`config.mk`:
```
export PLATFORM = sky130hd
export DESIGN_NAME = cache_2way_wb_flat
export DESIGN_NICKNAME = d
export VERILOG_FILES = /design/src/rtl/cache_2way_wb_if.sv /design/src/rtl/cache_2way_wb.sv /design/src/flat_wrapper.sv
export SDC_FILE = /design/constraint.sdc
export NUM_CORES = 2
export LEC_CHECK = 0
export CAP_MARGIN = 30
export CELL_PAD_IN_SITES_DETAIL_PLACEMENT = 1
export CELL_PAD_IN_SITES_GLOBAL_PLACEMENT = 1
export CORE_ASPECT_RATIO = 1.25
export CORE_UTILIZATION = 35
export DETAILED_ROUTE_END_ITERATION = 10
export GPL_ROUTABILITY_DRIVEN = 0
export MAX_ROUTING_LAYER = met4
export PLACE_DENSITY = 0.65
export SKIP_CTS_REPAIR_TIMING = 1
export SLEW_MARGIN = 30
export SYNTH_ARGS = -nofsm -noshare
export SYNTH_HDL_FRONTEND = slang
export SYNTH_SLANG_ARGS = --single-unit
```
`constraint.sdc`:
```
create_clock -name clk -period 8.15 [get_ports clk]
set_clock_uncertainty 0.2 [all_clocks]
set_input_delay 1.63 -clock clk [delete_from_list [all_inputs] [get_ports clk]]
set_output_delay 1.63 -clock clk [all_outputs]
set_load 0.005 [all_outputs]
```
`src/rtl/cache_2way_wb_if.sv`:
```
// Processor-side and block-memory-side signals of the two-way write-back cache.
// The slave modport is the cache; the master modport is the core/memory environment.
interface cache_2way_wb_if;
  logic         proc_read;
  logic         proc_write;
  logic [29:0]  proc_addr;
  logic [31:0]  proc_wdata;
  logic         proc_stall;
  logic [31:0]  proc_rdata;
  logic         mem_read;
  logic         mem_write;
  logic [27:0]  mem_addr;
  logic [127:0] mem_wdata;
  logic [127:0] mem_rdata;
  logic         mem_ready;

  modport slave (
    input  proc_read, proc_write, proc_addr, proc_wdata, mem_rdata, mem_ready,
    output proc_stall, proc_rdata, mem_read, mem_write, mem_addr, mem_wdata
  );

  modport master (
    output proc_read, proc_write, proc_addr, proc_wdata, mem_rdata, mem_ready,
    input  proc_stall, proc_rdata, mem_read, mem_write, mem_addr, mem_wdata
  );
endinterface

```
`src/rtl/cache_2way_wb.sv`:
```
// Two-way set-associative write-back/write-allocate cache, 4-word blocks.
// Define CACHE_LRU_EN for per-set LRU replacement; otherwise the tag LSB picks the victim.
module cache_2way_wb #(
  parameter int SET_BITS = 2,
  parameter int TAG_W    = 28 - SET_BITS
) (
  input  logic           clk,
  input  logic           proc_reset,
  cache_2way_wb_if.slave bus
);
  localparam int NSETS = 1 << SET_BITS;

  typedef enum logic [1:0] {IDLE, WB, ALLOC} state_t;
  state_t state_q, state_d;

  logic [127:0]      data_q  [2][NSETS];
  logic [TAG_W-1:0]  tag_q   [2][NSETS];
  logic [1:0]        valid_q [NSETS];
  logic [1:0]        dirty_q [NSETS];
`ifdef CACHE_LRU_EN
  logic [NSETS-1:0]  lru_q;
`endif
  logic [27:0]       miss_addr_q;
  logic              victim_q;

  logic [SET_BITS-1:0] set_idx, mset;
  logic [TAG_W-1:0]    tag_in, mtag;
  logic [1:0]          word_idx;
  logic req, hit0, hit1, hit, hit_way, victim;
  logic rd_hit, wr_hit, miss_start, wb_done, fill_done;
  logic          stall, mrd, mwr;
  logic [31:0]   rdata;
  logic [27:0]   maddr;
  logic [127:0]  mwdata;

  assign set_idx  = bus.proc_addr[SET_BITS+1:2];
  assign tag_in   = bus.proc_addr[29:SET_BITS+2];
  assign word_idx = bus.proc_addr[1:0];
  assign mset     = miss_addr_q[SET_BITS-1:0];
  assign mtag     = miss_addr_q[27:SET_BITS];

  // Read and write together is treated as no request at all.
  assign req     = bus.proc_read ^ bus.proc_write;
  assign hit0    = valid_q[set_idx][0] && (tag_q[0][set_idx] == tag_in);
  assign hit1    = valid_q[set_idx][1] && (tag_q[1][set_idx] == tag_in);
  assign hit     = hit0 || hit1;
  assign hit_way = hit1;

  always_comb begin
    if (!valid_q[set_idx][0])      victim = 1'b0;
    else if (!valid_q[set_idx][1]) victim = 1'b1;
    else
`ifdef CACHE_LRU_EN
      victim = lru_q[set_idx];
`else
      victim = bus.proc_addr[SET_BITS+2];
`endif
  end

  always_comb begin
    state_d    = state_q;
    stall      = 1'b0;
    rdata      = '0;
    mrd        = 1'b0;
    mwr        = 1'b0;
    maddr      = '0;
    mwdata     = '0;
    rd_hit     = 1'b0;
    wr_hit     = 1'b0;
    miss_start = 1'b0;
    wb_done    = 1'b0;
    fill_done  = 1'b0;
    case (state_q)
      IDLE: begin
        if (req) begin
          if (hit) begin
            rd_hit = bus.proc_read;
            wr_hit = bus.proc_write;
            if (bus.proc_read) rdata = data_q[hit_way][set_idx][{word_idx, 5'd0} +: 32];
          end else begin
            stall      = 1'b1;
            miss_start = 1'b1;
            state_d    = (valid_q[set_idx][victim] && dirty_q[set_idx][victim]) ? WB : ALLOC;
          end
        end
      end
      WB: begin
        stall  = req;
        mwr    = 1'b1;
        maddr  = {tag_q[victim_q][mset], mset};
        mwdata = data_q[victim_q][mset];
        if (bus.mem_ready) begin
          wb_done = 1'b1;
          state_d = ALLOC;
        end
      end
      ALLOC: begin
        stall = req;
        mrd   = 1'b1;
        maddr = miss_addr_q;
        if (bus.mem_ready) begin
          fill_done = 1'b1;
          state_d   = IDLE;
        end
      end
      default: state_d = IDLE;
    endcase
  end

  assign bus.proc_stall = stall;
  assign bus.proc_rdata = rdata;
  assign bus.mem_read   = mrd;
  assign bus.mem_write  = mwr;
  assign bus.mem_addr   = maddr;
  assign bus.mem_wdata  = mwdata;

  always_ff @(posedge clk or posedge proc_reset) begin
    if (proc_reset) begin
      state_q  <= IDLE;
      victim_q <= 1'b0;
      for (int s = 0; s < NSETS; s++) begin
        valid_q[s] <= '0;
        dirty_q[s] <= '0;
      end
`ifdef CACHE_LRU_EN
      lru_q <= '0;
`endif
    end else begin
      state_q <= state_d;
      if (miss_start) victim_q <= victim;
      if (wr_hit) dirty_q[set_idx][hit_way] <= 1'b1;
      if (wb_done) dirty_q[mset][victim_q] <= 1'b0;
      if (fill_done) begin
        valid_q[mset][victim_q] <= 1'b1;
        dirty_q[mset][victim_q] <= 1'b0;
      end
`ifdef CACHE_LRU_EN
      if (rd_hit || wr_hit) lru_q[set_idx] <= ~hit_way;
`endif
    end
  end

  // Block storage and the latched miss address carry no reset.
  always_ff @(posedge clk) begin
    if (miss_start) miss_addr_q <= bus.proc_addr[29:2];
    if (wr_hit) data_q[hit_way][set_idx][{word_idx, 5'd0} +: 32] <= bus.proc_wdata;
    if (fill_done) begin
      data_q[victim_q][mset] <= bus.mem_rdata;
      tag_q[victim_q][mset]  <= mtag;
    end
  end
endmodule

```
`src/flat_wrapper.sv`:
```
// flat-port wrapper written by rule: the top's interface ports become plain ports
module cache_2way_wb_flat 
#(
  parameter int SET_BITS = 2,
  parameter int TAG_W    = 28 - SET_BITS
)
  (clk, proc_reset, bus_proc_read, bus_proc_write, bus_proc_addr, bus_proc_wdata, bus_mem_rdata, bus_mem_ready, bus_proc_stall, bus_proc_rdata, bus_mem_read, bus_mem_write, bus_mem_addr, bus_mem_wdata);
  cache_2way_wb_if bus_i ();
  input  logic clk;
  input  logic proc_reset;
  input wire logic [$bits(bus_i.proc_read)-1:0] bus_proc_read;
  input wire logic [$bits(bus_i.proc_write)-1:0] bus_proc_write;
  input wire logic [$bits(bus_i.proc_addr)-1:0] bus_proc_addr;
  input wire logic [$bits(bus_i.proc_wdata)-1:0] bus_proc_wdata;
  input wire logic [$bits(bus_i.mem_rdata)-1:0] bus_mem_rdata;
  input wire logic [$bits(bus_i.mem_ready)-1:0] bus_mem_ready;
  output wire logic [$bits(bus_i.proc_stall)-1:0] bus_proc_stall;
  output wire logic [$bits(bus_i.proc_rdata)-1:0] bus_proc_rdata;
  output wire logic [$bits(bus_i.mem_read)-1:0] bus_mem_read;
  output wire logic [$bits(bus_i.mem_write)-1:0] bus_mem_write;
  output wire logic [$bits(bus_i.mem_addr)-1:0] bus_mem_addr;
  output wire logic [$bits(bus_i.mem_wdata)-1:0] bus_mem_wdata;
  assign bus_i.proc_read = bus_proc_read;
  assign bus_i.proc_write = bus_proc_write;
  assign bus_i.proc_addr = bus_proc_addr;
  assign bus_i.proc_wdata = bus_proc_wdata;
  assign bus_i.mem_rdata = bus_mem_rdata;
  assign bus_i.mem_ready = bus_mem_ready;
  assign bus_proc_stall = bus_i.proc_stall;
  assign bus_proc_rdata = bus_i.proc_rdata;
  assign bus_mem_read = bus_i.mem_read;
  assign bus_mem_write = bus_i.mem_write;
  assign bus_mem_addr = bus_i.mem_addr;
  assign bus_mem_wdata = bus_i.mem_wdata;
  cache_2way_wb #(.SET_BITS(SET_BITS), .TAG_W(TAG_W)) u_core (.clk(clk), .proc_reset(proc_reset), .bus(bus_i));
endmodule
```
==> out/metrics.cfg <==
[timing]
slew_headroom=0.2857
tightestPinTransition_ns=1.071
setup_viol=0
post-route-min-period_ns=8.054
report.final.slew_viol_count=0
fin_crit_sh=0.9882
rsz0062_at_grt=false
max_freq_mhz=124.2
hold_violations=0
setup_tns_ns=0
fin_ws_ns=0.09634

[placement]
place_ws_ns=-0.4003
io_buffers=385
dp_hpwl_um=167400

[logic_synthesis]
avgSynthCellArea_um2=14.61
synth_area_leaders=edfxtp_1 (64%), mux4_2 (6.3%), a22oi_1 (6.0%)
synth_top_area_share=0.6364
synth_compound_area_frac=0.1570
synth-main-ff-cell=edfxtp_1
synth_top_family_by_area=compound AO/OA/AOI/OAI gates
async_flop_share=0.01486
synthesis.area_um2=59450
ys_top_cells_by_count=edfxtp_1 (1260), a22oi_1 (476), nand2_1 (293)
yosysMostFrequentCell=edfxtp_1
synth-seq-cells=1279
synth_largest_area_cell=edfxtp_1
synthCells=4070
yosysSeqAreaShare=0.6444
synthSimpleGateAreaFrac=0.05040
synth-edff-count=1260
synth_mux_area_frac=0.1114
syn-num-nets=4274
synthAdderAreaFrac=0.001894
synth_cell_types=77
yosysWarnings=0
synthXorXnorAreaFrac=0.007618

[floorplanning]
io-pin-count=386
chipHeight_um=462.8
start_util=0.3535
die_w_um=370.6
rows=168
die-area_um2=171500
core_area_um2=168200

[clocking]
clkSlewWorstSetupHoldPaths_ns=0.06
clock-sinks=1279
clockBufferDepth=3
h-tree-depth=4
clock_latency_ns=0.81
cts_buffers=137
clock-root-buffer=clkbuf_16
cts_tree=done

[run_status]
outcome=finished clean

[global_route]
grt_pass1_wl_um=358900
grt.total_usage=0.3063
antenna_found_initial=20
grt_overflow=0
grt_start_max_net_pins=117
grt_pass1_vias=45100

[finish]
fillers=16900
syn_to_final_growth_pct=20.84
layout-drive-gt1-share=0.1681
layout.nets=4693

[route]
drtIter0Drc=6471
totalWireLength_um=260600
vias=45150
vias_per_cell=6.615
ant_nets=0
wl_per_cell_um=38.18
drc_errors=0
firstDrtPassIters=8

[setup_path]
startpoint_type=input pin
path_max_fanout=21
crit_type=input pin to output pin
crit_path_end_kind=output pin
cp.arrival_ns=6.22
cp.required_ns=6.32
r2r_slack_ns=3.11

[job]
maxCapViolations=0

[worst_hold_path]
hp-class=flop to flop

[power]
power_leakage_nw=22.67
power.density_nw_per_um2=257.5
ir_drop_v=0.0002163

[report_power, final]
part / total [mW] / switching [mW] / internal (mW)
registers: 8.20 / 0.230 / 7.97
clock network: 6.27 / 2.73 / 3.54
logic: 4.04 / 2.75 / 1.29
[cells by family after synthesis]
logic type                 Yosys count
and+or+nand+nor                    671
AOI/OAI and AO/OA                 1249
adders and majority gates            9
muxes                              444
DFF                               1279
buffers and inverters              368
xor gates and xnor gates            50
[metrics by stage]
stage | std cells | util | area, um2 | hold slack [ns] | total power [mW]
floorplan | 4070 | - | 59450 | 0.2337 | 10.37
global placement | 6559 | 0.3999 | 67250 | 0.2452 | 12.18
finish | 6825 | 0.4272 | 71840 | 0.2635 | 18.50
CTS | 6810 | 0.4266 | 71740 | 0.2667 | 18.48
detailed placement | 6561 | 0.4001 | 67280 | 0.2521 | 12.28
global route | 6822 | 0.4272 | 71840 | 0.2867 | 18.94
[layout by cell type (no fill, tap or decap), drive strengths merged, types with 28 or more instances in the layout]
master         count
a22o             135
a221oi            37
clkinv            56
mux4             167
mux2i            207
edfxtp          1260
o21ai             62
a21oi            135
nor2b             36
buf              255
a41oi            112
nand2            293
o22ai             67
a31oi             30
mux2              70
nor2             147
xnor2             28
nor3              77
clkbuf           177
nand3             34
a32oi             31
a22oi            476
clkdlybuf4s50    378
[critical path: stages]
cell and delay, ns:
buf_8 0.20, buf_12 0.23, mux2i_1 0.39, xor2_1 0.15, nand4_1 0.12, nor3_1 0.07, buf_4 0.19, o211ai_1 0.46
buf_12 0.24, buf_12 0.14, buf_4 0.18, nand2_1 0.06, and3_1 0.16, o31ai_1 0.59, or4b_1 0.62, o221ai_1 0.17
clkdlybuf4s50_1 0.58
[flip-flops by register name, summed over array words and instances, names as in the netlist]
| signal | count |
|---|---|
| u_core.tag_q | 208 |
| u_core.victim_q | 1 |
| u_core.dirty_q | 8 |
| u_core.state_q | 2 |
| u_core.data_q | 1024 |
| u_core.miss_addr_q | 28 |
| u_core.valid_q | 8 |
[final timing paths]
path | from | to | depth (start not counted)
setup / recovery | bus_proc_addr[3] | bus_proc_rdata[24] | 17
hold / removal | u_core.valid_q[0]$_DFFE_PP0P_ | u_core.valid_q[0]$_DFFE_PP0P_ | 1
setup reg to reg | u_core.tag_q[1][89]$_DFFE_PP_ | u_core.data_q[0][309]$_DFFE_PP_ | 13
hold reg to reg | u_core.valid_q[0]$_DFFE_PP0P_ | u_core.valid_q[0]$_DFFE_PP0P_ | 1
max in group asynchronous | proc_reset | u_core.victim_q$_DFFE_PP0P_ | 2
min in group asynchronous | proc_reset | u_core.valid_q[4]$_DFFE_PP0P_ | 2
[layer usage]
layer  GRT usage  vias up  share of wire
met5           -        -              0
met4      0.1555        0          0.060
met3     0.06749      587           0.11
met2      0.4629     3111           0.46
met1      0.3859    23730           0.38
li1            -    17730              -
[final cells by class]
cell class | count | area [um2] | area share
sequential | 1279 | 38320 | 0.5333
inverter | 15 | 63.81 | 0.0008882
timing repair buffer | 633 | 6186 | 0.08610
antenna | 16 | 40.04 | 0.0005573
clock inverter | 72 | 833.3 | 0.01160
tap | 2210 | 2765 | 0.03849
clock buffer | 177 | 3631 | 0.05054
multi-input combinational | 2423 | 20010 | 0.2785
Note: power is estimated with default switching activity, not from simulation.
